<file path="src/rtl/ddr3_prbs_tester.sv">
// PRBS traffic generator/checker for the user side of the DDR3 controller.
// Writes a 16-bit Galois LFSR stream, reads it back and scores mismatches.
module ddr3_prbs_tester #(
    parameter logic [27:0] DATA_MAX   = 28'd5120,
    parameter logic [15:0] SEED       = 16'hACE1,
    parameter int          RD_LATENCY = 1,
    parameter int          GAP_CYCLES = 256,
    parameter bit          LOOP       = 1'b1
) (
    input  logic        clk_50m,
    input  logic        rst,
    input  logic        ddr3_init_done,
    output logic        wr_en,
    output logic [15:0] wr_data,
    output logic        rd_en,
    input  logic [15:0] rd_data,
    output logic        error_flag,
    output logic [15:0] err_cnt,
    output logic [27:0] first_err_addr,
    output logic [15:0] pass_cnt,
    output logic        done
);

    typedef enum logic [2:0] {IDLE, WRITE, GAP, READ, DRAIN, NEXT, STOP} state_e;

    localparam logic [15:0] SEED_INIT  = (SEED == 16'h0000) ? 16'h0001 : SEED;
    localparam logic [27:0] LAST_ADDR  = DATA_MAX - 28'd1;
    localparam logic [31:0] GAP_LAST   = 32'(GAP_CYCLES - 1);
    localparam logic [2:0]  DRAIN_LAST = 3'(RD_LATENCY - 1);

    function automatic logic [15:0] lfsr_step(input logic [15:0] s);
        return (s >> 1) ^ (s[0] ? 16'hB400 : 16'h0000);
    endfunction

    state_e      state_q;
    logic [15:0] lfsr_q, seed_q, wr_data_q, pass_cnt_q;
    logic [27:0] addr_q;
    logic [31:0] gap_cnt_q;
    logic [2:0]  drain_cnt_q;
    logic        wr_en_q, rd_en_q, done_q;

    logic [15:0] lfsr_d, seed_d;
    logic        abort;

    assign lfsr_d = lfsr_step(lfsr_q);
    assign seed_d = (lfsr_d == 16'h0000) ? 16'h0001 : lfsr_d;
    // Losing calibration mid-pass discards the pass; IDLE and STOP are already quiescent.
    assign abort  = !ddr3_init_done && (state_q != IDLE) && (state_q != STOP);

    // NOTE: sequential state uses non-blocking assignments only, so every register
    // samples the pre-edge values of its neighbours regardless of statement order.
    always_ff @(posedge clk_50m or posedge rst) begin
        if (rst) begin
            state_q     <= IDLE;
            lfsr_q      <= SEED_INIT;
            seed_q      <= SEED_INIT;
            addr_q      <= '0;
            gap_cnt_q   <= '0;
            drain_cnt_q <= '0;
            wr_en_q     <= 1'b0;
            wr_data_q   <= '0;
            rd_en_q     <= 1'b0;
            done_q      <= 1'b0;
            pass_cnt_q  <= '0;
        end else if (abort) begin
            state_q <= IDLE;
            wr_en_q <= 1'b0;
            rd_en_q <= 1'b0;
        end else begin
            case (state_q)
                IDLE: begin
                    if (ddr3_init_done) begin
                        state_q   <= WRITE;
                        lfsr_q    <= seed_q;
                        addr_q    <= '0;
                        wr_en_q   <= 1'b1;
                        wr_data_q <= seed_q;
                    end
                end
                WRITE: begin
                    if (addr_q == LAST_ADDR) begin
                        state_q   <= GAP;
                        wr_en_q   <= 1'b0;
                        gap_cnt_q <= '0;
                    end else begin
                        lfsr_q    <= lfsr_d;
                        wr_data_q <= lfsr_d;
                        addr_q    <= addr_q + 28'd1;
                    end
                end
                GAP: begin
                    if (gap_cnt_q == GAP_LAST) begin
                        state_q <= READ;
                        lfsr_q  <= seed_q;
                        addr_q  <= '0;
                        rd_en_q <= 1'b1;
                    end else begin
                        gap_cnt_q <= gap_cnt_q + 32'd1;
                    end
                end
                READ: begin
                    if (addr_q == LAST_ADDR) begin
                        state_q     <= DRAIN;
                        rd_en_q     <= 1'b0;
                        drain_cnt_q <= '0;
                    end else begin
                        lfsr_q <= lfsr_d;
                        addr_q <= addr_q + 28'd1;
                    end
                end
                DRAIN: begin
                    if (drain_cnt_q == DRAIN_LAST) state_q <= NEXT;
                    else drain_cnt_q <= drain_cnt_q + 3'd1;
                end
                NEXT: begin
                    // lfsr_q still holds the last compared word, so the next seed continues the stream.
                    pass_cnt_q <= pass_cnt_q + 16'd1;
                    seed_q     <= seed_d;
                    if (LOOP) begin
                        state_q   <= WRITE;
                        lfsr_q    <= seed_d;
                        addr_q    <= '0;
                        wr_en_q   <= 1'b1;
                        wr_data_q <= seed_d;
                    end else begin
                        state_q <= STOP;
                        done_q  <= 1'b1;
                    end
                end
                STOP: state_q <= STOP;
                default: state_q <= IDLE;
            endcase
        end
    end

    // Compare pipeline: {valid, expected, addr} travels alongside the read latency.
    logic [RD_LATENCY-1:0] pipe_vld_q;
    logic [15:0]           pipe_exp_q  [RD_LATENCY];
    logic [27:0]           pipe_addr_q [RD_LATENCY];
    logic                  error_flag_q;
    logic [15:0]           err_cnt_q;
    logic [27:0]           first_err_addr_q;
    logic                  mismatch;

    assign mismatch = pipe_vld_q[RD_LATENCY-1] && (rd_data != pipe_exp_q[RD_LATENCY-1]);

    // NOTE: only the valid bits get a reset; payload stages are always qualified by them.
    always_ff @(posedge clk_50m) begin
        pipe_exp_q[0]  <= lfsr_q;
        pipe_addr_q[0] <= addr_q;
        for (int i = 1; i < RD_LATENCY; i++) begin
            pipe_exp_q[i]  <= pipe_exp_q[i-1];
            pipe_addr_q[i] <= pipe_addr_q[i-1];
        end
    end

    always_ff @(posedge clk_50m or posedge rst) begin
        if (rst) begin
            pipe_vld_q       <= '0;
            error_flag_q     <= 1'b0;
            err_cnt_q        <= '0;
            first_err_addr_q <= '0;
        end else if (abort) begin
            pipe_vld_q <= '0;
        end else begin
            pipe_vld_q[0] <= rd_en_q;
            for (int i = 1; i < RD_LATENCY; i++) pipe_vld_q[i] <= pipe_vld_q[i-1];
            if (mismatch) begin
                error_flag_q <= 1'b1;
                if (err_cnt_q != 16'hFFFF) err_cnt_q <= err_cnt_q + 16'd1;
                if (!error_flag_q) first_err_addr_q <= pipe_addr_q[RD_LATENCY-1];
            end
        end
    end

    assign wr_en          = wr_en_q;
    assign wr_data        = wr_data_q;
    assign rd_en          = rd_en_q;
    assign error_flag     = error_flag_q;
    assign err_cnt        = err_cnt_q;
    assign first_err_addr = first_err_addr_q;
    assign pass_cnt       = pass_cnt_q;
    assign done           = done_q;

endmodule

</file>
<file path="config.mk">
export PLATFORM = sky130hd
export DESIGN_NAME = ddr3_prbs_tester
export DESIGN_NICKNAME = d
export VERILOG_FILES = /design/src/rtl/ddr3_prbs_tester.sv
export SDC_FILE = /design/constraint.sdc
export NUM_CORES = 1
export LEC_CHECK = 0
export CAP_MARGIN = 15
export CORE_MARGIN = 4
export CORE_UTILIZATION = 61
export CTS_CLUSTER_DIAMETER = 30
export DETAILED_ROUTE_END_ITERATION = 8
export HOLD_SLACK_MARGIN = 0.15
export MAX_ROUTING_LAYER = met4
export PLACE_DENSITY = 0.95
export SYNTH_ARGS = -nofsm -noshare
export SYNTH_HDL_FRONTEND = slang
export SYNTH_SLANG_ARGS = --single-unit
</file>
<file path="constraint.sdc">
create_clock -name clk_50m -period 12.12 [get_ports clk_50m]
set_clock_uncertainty 0.15 [all_clocks]
set_input_delay 2.424 -clock clk_50m [delete_from_list [all_inputs] [get_ports clk_50m]]
set_output_delay 2.424 -clock clk_50m [all_outputs]
set_load 0.05 [all_outputs]
</file>
==> run_results.csv, run 1 <==
group,metric,value,unit
min_path,min_to,"pipe_addr_q[0][8]$_DFF_P_",
yosys,syn_area,9450,µm²
sta,tightestPinTransition,1.07,ns
worst_setup_path,cp-start-kind,"input port",
floorplan,initial_core_util,0.622,
sta,hold_viol_final,0,
clocking,insertion_delay,0.51,ns
grt,met2_usage,0.461,
clocking,cts_hold_buffers,0,
finish,drive_gt1_frac,0.135,
grt,grt_pass1_wl,39.0,mm
yosys,ys_seq_area_frac,0.567,
finish,layout_commonest_cell,"dfrtp_1",
worst_setup_path,arrival,5.81,ns
finish,finish.utilization,0.797,
finish,antennaDiodeCount,0,
worst_setup_path,rr_startpoint,"state_q[2]$_DFFE_PP0P_",
min_path,whs_path_depth,0,
yosys,yosysWarningCount,0,
sta,slew_violations,0,
worst_setup_path,r2r_slack,8.46,ns
routing,ant_nets,0,
routing,drt-wirelength-per-cell,19.4,µm
yosys,synth_nets,943,
grt,grt_max_degree,93,
run_status,status,"finished clean",
placed_design,portBuffers,97,
clocking,root_buffer,"clkbuf_16",
grt,grtUsageTotal,0.279,
finish,fin_area,12100,µm²
sta,rsz0062_at_grt,"false",
worst_setup_path,cp_max_fo,14,
worst_setup_path,critPathKind,"in2reg",
grt,grt_pass1_vias,7751,
floorplan,io_pins,99,
worst_setup_path,cp.required,12.33,ns
sta,setup_viol,0,
clocking,cts_buffer_depth,3,
clocking,htreeDepth,2,
clocking,ctsResizeCount,0,
yosys,synth.avg_cell_area,10.3,µm²
yosys,synthArstFlopShare,0.802,
min_path,hold_path.startpoint,"addr_q[8]$_DFFE_PP0P_",
routing,drt-pass1-iter-count,6,
sta,slew_headroom,0.284,
floorplan,rows,45,
routing,num_vias,7641,
clocking,clkTransAtPathRegs,0.05,ns
floorplan,die_height,132,µm
worst_setup_path,worst_r2r_endpoint,"gap_cnt_q[27]$_DFFE_PP0P_",
pwr,vdd_drop_max,0.000141,V
worst_setup_path,crit_path_end_kind,"flip-flop",
finish,layout_common_cells,"dfrtp_1 (162), nand2_1 (137), clkdlybuf4s50_1 (97)",
routing,drt_iter0_drc,713,
yosys,synth_edf_count,0,
grt,antenna_found_initial,0,
grt,grt_use_met1,0.336,
placed_design,finalWeightedCongestion,0.871,
grt,grt_remaining_overflow,0,
yosys,synth_seq_cells,222,
clocking,cts_tree,"yes",
floorplan,die_w,132,µm
worst_setup_path,reg2regPathDepth,6,
sta,finalSetupTns,0,ns
pwr,power.density,172,nW/µm²
routing,drc,0,
flow_run,drv_cap,0,
finish,areaGrowthSynthToFinish,28.2,%
clocking,cts_inserted_buffers,41,
yosys,synth_ff_type,"dfrtp_1",
pwr,leakage,5.31,nW
placed_design,hpwl,13.7,mm
min_path,min_path_type,"reg2reg",
sta,min_period,5.59,ns
floorplan,core-area,15200,µm²
finish,multiInputGateArea,3920,µm²
sta,holdWs,0.275,ns
yosys,synth.distinct_cells,54,
sta,clock.fmax,179,MHz
finish,seqCellArea,5360,µm²
grt,grt-busiest-layer,"met2",
sta,finalCritPeriodShare,0.462,
yosys,syn_inst,918,
clocking,cts_sinks,222,
finish,fill_cells,796,
routing,routed_via_density,6.13,
placed_design,dpl_cell_area,10600,µm²
grt,use_met3,0.0468,
finish,finalNetCount,1054,
floorplan,die_area,17500,µm²
routing,drt-total-wl,24.2,mm
clocking,cts_setup_buffers,0,
[critical path, cell delays in order]
cell and delay [ns]:
clkdlybuf4s50_1 0.77, nand4bb_1 0.49, or4_1 0.77, nor4_1 0.84, nand3_1 0.22, xor2_1 0.23
nor2_1 0.07
[final cells by class]
type / instances / area share
Timing Repair Buffer: 107 / 0.0886
Inverter: 12 / 0.00413
Multi-Input combinational cell: 645 / 0.323
Clock inverter: 29 / 0.0352
Sequential cell: 222 / 0.442
Clock buffer: 44 / 0.0872
Tap cell: 188 / 0.0194
[cells by family (layout without fill, tap and decap cells)]
family	after synthesis	after routing	share of synthesized area
AO/OA/AOI/OAI	99	99	0.0622
XOR/XNOR	91	91	0.0843
adder cells (fa/ha/maj)	6	6	0.00794
buffers and inverters	51	192	0.0209
flip-flops	222	222	0.567
multiplexers	46	46	0.0532
other	1	1	0.000397
AND/OR/NAND/NOR	402	402	0.204
[where the power goes]
part           leakage [nW]  switching, W  total [W]  internal (W)
logic                  1.85     0.0000627  0.0000932     0.0000305
clock network         0.719      0.000391    0.00122      0.000830
registers              2.74     0.0000140   0.000770      0.000756
total                  5.31      0.000468    0.00208       0.00162
[stage by stage]
stage	total power [W]	setup WS, ns	cells
2_1_floorplan	0.000836	4.74	918
6_report	0.00208	6.53	1247
3_3_place_gp	0.000866	6.44	1171
3_5_place_dp	0.000869	6.34	1171
4_1_cts	0.00209	6.62	1244
5_1_grt	0.00214	6.29	1247
[per-layer routing]
layer  wire length [µm]  vias to the layer above  part of all wire
li1                   -                     3429                 -
met2              12500                      409              0.51
met1               9200                     3709              0.38
met3               1630                       94             0.067
met4                915                        0             0.038
met5                  0                        -                 0
[state kept, by name, indices dropped and copies added, names as in the netlist]
register        cells
wr_data            16
drain_cnt_q         3
pass_cnt           16
addr_q             28
gap_cnt_q          32
pipe_exp_q         16
rd_en               1
error_flag          1
err_cnt            16
state_q             3
lfsr_q             16
wr_en               1
first_err_addr     28
pipe_addr_q        28
pipe_vld_q          1
seed_q             16
[cells in the mapped netlist (2+ instances only)]
library cell / count / area (µm²)
dfrtp_1: 162 / 4050
nand2_1: 137 / 514
nor2_1: 89 / 334
xnor2_1: 50 / 438
o21ai_0: 45 / 225
dfxtp_1: 44 / 881
xor2_1: 41 / 359
clkbuf_1: 35 / 131
nand3_1: 35 / 175
mux2_2: 34 / 383
nor4_1: 30 / 188
nor3_1: 25 / 125
nand4_1: 22 / 138
a21oi_1: 18 / 90.1
dfstp_2: 16 / 420
a31oi_1: 13 / 81.3
and3_1: 12 / 75.1
inv_1: 12 / 45.0
mux2i_1: 12 / 120
or3_1: 9 / 56.3
nand2b_1: 8 / 50.1
nor2b_1: 7 / 43.8
ha_1: 6 / 75.1
o31ai_1: 6 / 45.0
and2_1: 4 / 25.0
nor4b_1: 4 / 35.0
and4_1: 3 / 26.3
nor3b_1: 3 / 22.5
or4_1: 3 / 22.5
a22o_1: 2 / 17.5
buf_2: 2 / 10.0
nand4b_1: 2 / 17.5
o2111ai_1: 2 / 17.5
o211ai_1: 2 / 15.0
o41ai_1: 2 / 17.5
or2_2: 2 / 12.5
or4_4: 2 / 22.5
[how the worst max path moves through the flow]
stage / startpoint / end / slack (ns) / cells after the start
floorplan: rst / addr_q[0]$_DFFE_PP0P_ / 4.74 / 1
global placement: ddr3_init_done / gap_cnt_q[27]$_DFFE_PP0P_ / 6.44 / 7
detailed placement: ddr3_init_done / gap_cnt_q[25]$_DFFE_PP0P_ / 6.34 / 7
CTS: ddr3_init_done / gap_cnt_q[27]$_DFFE_PP0P_ / 6.62 / 7
global route: ddr3_init_done / gap_cnt_q[27]$_DFFE_PP0P_ / 6.29 / 7
finish: ddr3_init_done / gap_cnt_q[27]$_DFFE_PP0P_ / 6.53 / 7
(Power assumes the default switching activity.)
==> run 2: changes to the inputs <==
--- a/config.mk
+++ b/config.mk
@@ -7,12 +7,12 @@
 export LEC_CHECK = 0
 export CAP_MARGIN = 15
 export CORE_MARGIN = 4
-export CORE_UTILIZATION = 61
+export CORE_UTILIZATION = 57
 export CTS_CLUSTER_DIAMETER = 30
 export DETAILED_ROUTE_END_ITERATION = 8
 export HOLD_SLACK_MARGIN = 0.15
 export MAX_ROUTING_LAYER = met4
-export PLACE_DENSITY = 0.95
+export PLACE_DENSITY = 0.91
 export SYNTH_ARGS = -nofsm -noshare
 export SYNTH_HDL_FRONTEND = slang
 export SYNTH_SLANG_ARGS = --single-unit
==> constraint.sdc (replaced) <==
create_clock -name clk_50m -period 5.6 [get_ports clk_50m]
set_clock_uncertainty 0.15 [all_clocks]
set_input_delay 1.12 -clock clk_50m [delete_from_list [all_inputs] [get_ports clk_50m]]
set_output_delay 1.12 -clock clk_50m [all_outputs]
set_load 0.05 [all_outputs]
==> run_results.csv, run 2 (same netlist as run 1, synthesis figures left out) <==
group,metric,value,unit
routing,drt-pass1-iter-count,7,
sta,finalSetupTns,0,ns
sta,clock.fmax,244,MHz
placed_design,place_inst,1200,
floorplan,die_height,137,µm
routing,drt_iter0_drc,818,
worst_setup_path,rr_startpoint,"state_q[2]$_DFFE_PP0P_",
grt,grt_remaining_overflow,0,
placed_design,portBuffers,97,
sta,setup_viol,0,
flow_run,drv_cap,0,
finish,layout_common_cells,"dfrtp_1 (162), nand2_1 (137), clkdlybuf4s50_1 (97)",
clocking,ctsResizeCount,0,
finish,finalNetCount,1051,
worst_setup_path,startpoint,"ddr3_init_done",
grt,grt_pass1_vias,7482,
placed_design,finalWeightedCongestion,0.878,
worst_setup_path,critPathKind,"in2reg",
grt,antenna_found_initial,0,
grt,grt_pass1_wl,37.7,mm
sta,finalCritPeriodShare,0.731,
clocking,cts_buffer_depth,3,
worst_setup_path,slowest_delay,0.81,ns
placed_design,hpwl,13.4,mm
finish,largest_reg_flops,32,
finish,antennaDiodeCount,0,
floorplan,core-area,16100,µm²
sta,min_period,4.09,ns
routing,drc,0,
worst_setup_path,crit_chain,"clkdlybuf4s50_1 > nand4bb_1 > or4_1 > nor4_1 > nand3_1 > xor2_1 > nor2_1",
floorplan,die_area,18700,µm²
worst_setup_path,crit_slowest_cell,"nor4_1",
finish,multiInputGateArea,3920,µm²
finish,layout_commonest_cell,"dfrtp_1",
clocking,htreeDepth,2,
routing,drt-wirelength-per-cell,17.8,µm
finish,seqCellArea,5360,µm²
worst_setup_path,cp_max_fo,14,
routing,ant_nets,0,
clocking,cts_hold_buffers,0,
clocking,insertion_delay,0.52,ns
clocking,clkTransAtPathRegs,0.05,ns
sta,tightestPinTransition,1.18,ns
clocking,cts_tree,"yes",
clocking,cts_setup_buffers,0,
min_path,min_path_type,"reg2reg",
finish,instances_no_fill,1273,
sta,slew_violations,0,
routing,drt-total-wl,22.7,mm
worst_setup_path,crit_path_end_kind,"flip-flop",
pwr,power.density,353,nW/µm²
pwr,power,0.00423,W
sta,rsz0062_at_grt,"false",
run_status,status,"finished clean",
floorplan,die_w,137,µm
finish,regMostFlops,"gap_cnt_q",
pwr,vdd_drop_max,0.000269,V
finish,fill_cells,986,
worst_setup_path,cp-start-kind,"input port",
clocking,cts_sinks,222,
grt,grtUsageTotal,0.257,
floorplan,rows,46,
finish,areaGrowthSynthToFinish,26.8,%
sta,slew_headroom,0.207,
finish,drive_gt1_frac,0.132,
routing,routed_via_density,5.83,
sta,hold_viol_final,0,
worst_setup_path,cp.required,5.82,ns
pwr,leakage,5.21,nW
routing,num_vias,7424,
clocking,root_buffer,"clkbuf_16",
floorplan,io_pins,99,
min_path,hold_path.startpoint,"addr_q[8]$_DFFE_PP0P_",
grt,grt_max_degree,179,
floorplan,initial_core_util,0.589,
clocking,cts_inserted_buffers,39,
worst_setup_path,arrival,4.31,ns
## run 2: worst max-delay path, delay by kind of cell
kind	cells	cell delay [ns]
buf+inv	1	0.75
xor+xnor	1	0.19
simple gates	5	2.25
## run 2: stage by stage
step	worst slack, ns	utilization	area (µm²)	hold slack [ns]
after floorplan	2.06	-	9450	0.195
after global placement	1.22	0.662	10600	0.260
after detailed placement	1.08	0.662	10600	0.263
after CTS	1.58	0.746	12000	0.279
after global routing	1.20	0.747	12000	0.303
final	1.51	0.747	12000	0.280
## run 2: final cells by class
type                            count  area share
Timing Repair Buffer              106      0.0877
Sequential cell                   222       0.447
Tap cell                          216      0.0225
Clock inverter                     24      0.0209
Multi-Input combinational cell    645       0.327
Inverter                           12     0.00407
Clock buffer                       48      0.0911
## run 2: path summary, 6_finish.rpt
check	end	slack, ns	depth (start not counted)
hold / removal	pipe_addr_q[0][8]$_DFF_P_	0.28	0
min in group asynchronous	first_err_addr[24]$_DFFE_PP0P_	0.97	3
setup / recovery	gap_cnt_q[31]$_DFFE_PP0P_	1.51	7
max in group asynchronous	lfsr_q[4]$_DFFE_PP0P_	3.45	3
setup reg to reg	gap_cnt_q[31]$_DFFE_PP0P_	2.12	6
hold reg to reg	pipe_addr_q[0][8]$_DFF_P_	0.28	0
## run 2: routing by layer
layer,routed length (µm),GRT usage,vias to the layer above
met5,0,-,-
met4,456,0.0767,0
met3,1220,0.0441,42
met2,11800,0.433,287
met1,9180,0.320,3681
li1,-,-,3414
## run 2: report_power, final
part / internal (W) / switching [W] / leakage [nW] / total [W]
Combinational: 0.0000639 / 0.000129 / 1.84 / 0.000193
Sequential: 0.00164 / 0.0000304 / 2.74 / 0.00167
Clock: 0.00151 / 0.000860 / 0.627 / 0.00237
Total: 0.00321 / 0.00102 / 5.21 / 0.00423
==> run 3: changes to the inputs <==
--- a/config.mk
+++ b/config.mk
@@ -7,12 +7,12 @@
 export LEC_CHECK = 0
 export CAP_MARGIN = 15
 export CORE_MARGIN = 4
-export CORE_UTILIZATION = 57
+export CORE_UTILIZATION = 51
 export CTS_CLUSTER_DIAMETER = 30
 export DETAILED_ROUTE_END_ITERATION = 8
 export HOLD_SLACK_MARGIN = 0.15
 export MAX_ROUTING_LAYER = met4
-export PLACE_DENSITY = 0.91
+export PLACE_DENSITY = 0.87
 export SYNTH_ARGS = -nofsm -noshare
 export SYNTH_HDL_FRONTEND = slang
 export SYNTH_SLANG_ARGS = --single-unit
==> constraint.sdc (replaced) <==
create_clock -name clk_50m -period 3.5 [get_ports clk_50m]
set_clock_uncertainty 0.15 [all_clocks]
set_input_delay 0.7 -clock clk_50m [delete_from_list [all_inputs] [get_ports clk_50m]]
set_output_delay 0.7 -clock clk_50m [all_outputs]
set_load 0.05 [all_outputs]
==> run_results.csv, run 3 (same netlist as run 1, synthesis figures left out) <==
group,metric,value,unit
floorplan,core-area,18100,µm²
pwr,power,0.00684,W
sta,slew_violations,0,
grt,grt_pass1_vias,7697,
pwr,seq_power_share,0.390,
finish,finalNetCount,1065,
sta,finalCritPeriodShare,0.893,
sta,min_period,3.13,ns
sta,tightestPinTransition,0.697,ns
routing,drt_iter0_drc,535,
finish,areaGrowthSynthToFinish,28.6,%
pwr,vdd_drop_max,0.000372,V
placed_design,finalWeightedCongestion,0.854,
grt,grt_pass1_wl,37.2,mm
sta,slew_headroom,0.534,
floorplan,io_pins,99,
pwr,p_sw_frac,0.229,
finish,antennaDiodeCount,0,
finish,fill_cells,1245,
pwr,leakage,5.32,nW
worst_setup_path,critPathKind,"reg2reg",
placed_design,portBuffers,97,
sta,setup_viol,0,
clocking,root_buffer,"clkbuf_16",
finish,drive_gt1_frac,0.138,
clocking,cts_setup_buffers,0,
routing,ant_nets,0,
routing,routed_via_density,5.67,
finish,multiInputGateArea,3920,µm²
pwr,p_switching,0.00157,W
finish,seqCellArea,5360,µm²
routing,drt-pass1-iter-count,7,
pwr,p_int,0.00527,W
sta,finalSetupTns,0,ns
finish,layout_commonest_cell,"dfrtp_1",
pwr,p_clk_frac,0.564,
clocking,cts_inserted_buffers,39,
run_status,status,"finished clean",
floorplan,die_w,144,µm
grt,grt_remaining_overflow,0,
worst_setup_path,crit_path_end_kind,"flip-flop",
finish,largest_reg_flops,32,
grt,grt_max_degree,62,
routing,drt-total-wl,22.2,mm
clocking,ctsResizeCount,0,
floorplan,die_area,20800,µm²
grt,antenna_found_initial,0,
routing,drc,0,
worst_setup_path,cp_max_fo,48,
grt,grtUsageTotal,0.226,
finish,regMostFlops,"gap_cnt_q",
clocking,cts_sinks,222,
sta,holdWs,0.285,ns
min_path,whs_path_depth,0,
worst_setup_path,arrival,3.41,ns
flow_run,drv_cap,0,
finish,layout_common_cells,"dfrtp_1 (162), nand2_1 (137), clkdlybuf4s50_1 (97)",
clocking,cts_tree,"yes",
sta,clock.fmax,320,MHz
floorplan,die_height,144,µm
sta,hold_viol_final,0,
clocking,cts_buffer_depth,3,
clocking,cts_hold_buffers,0,
pwr,p_comb_frac,0.046,
placed_design,hpwl,13.8,mm
pwr,power.density,563,nW/µm²
worst_setup_path,cp-start-kind,"flip-flop",
sta,rsz0062_at_grt,"false",
min_path,min_path_type,"reg2reg",
clocking,htreeDepth,2,
clocking,clkTransAtPathRegs,0.06,ns
worst_setup_path,cp.required,3.78,ns
routing,drt-wirelength-per-cell,17.1,µm
routing,num_vias,7376,
worst_setup_path,reg2regPathDepth,7,
floorplan,rows,49,
clocking,insertion_delay,0.51,ns
floorplan,initial_core_util,0.523,
run 3: path summary, 6_finish.rpt:
path	endpoint	slack [ns]	start
setup / recovery	addr_q[13]$_DFFE_PP0P_	0.37	gap_cnt_q[16]$_DFFE_PP0P_
hold / removal	pipe_addr_q[0][8]$_DFF_P_	0.29	addr_q[8]$_DFFE_PP0P_
setup reg to reg	addr_q[13]$_DFFE_PP0P_	0.37	gap_cnt_q[16]$_DFFE_PP0P_
hold reg to reg	pipe_addr_q[0][8]$_DFF_P_	0.29	addr_q[8]$_DFFE_PP0P_
max in group asynchronous	lfsr_q[15]$_DFFE_PP1P_	2.06	rst
min in group asynchronous	gap_cnt_q[3]$_DFFE_PP0P_	0.41	rst
run 3: routing by layer:
metal	part of all wire	track usage	wire length [µm]
met5	0	-	0
met4	0.044	0.107	973
met3	0.047	0.0417	1050
met2	0.50	0.372	11200
met1	0.41	0.271	9030
run 3: per-stage QoR:
step | area, µm² | setup slack (ns) | std cells | util
after CTS | 12200 | 0.385 | 1300 | 0.672
after global placement | 10800 | 0.408 | 1228 | 0.597
after global routing | 12200 | 0.273 | 1300 | 0.672
final | 12200 | 0.374 | 1300 | 0.672
after floorplan | 9450 | 0.382 | 918 | -
after detailed placement | 10800 | 0.347 | 1228 | 0.597
run 3: power groups by stage:
stage,Sequential (W),Clock (W),Combinational [W]
6_report,0.00267,0.00386,0.000316
2_1_floorplan,0.00275,0,0.000142
3_5_place_dp,0.00271,0,0.000314
5_1_grt,0.00267,0.00403,0.000347
3_3_place_gp,0.00271,0,0.000308
4_1_cts,0.00266,0.00390,0.000320
run 3: worst max-delay path, stage by stage (launching register included):
cell and delay, ns:
dfrtp_1 0.41, or4_4 0.54, or4_4 0.52, o21ba_4 0.28, or2_1 0.32, buf_4 0.29, or3_1 0.39, a21oi_1 0.16
run 3: area by class of cell:
type / count / share of cell area
clock buffer: 54 / 0.0944
clock inverter: 18 / 0.0179
inverter: 12 / 0.00401
multi-input combinational: 645 / 0.322
sequential: 222 / 0.441
tap: 229 / 0.0236
timing repair buffer: 120 / 0.0972
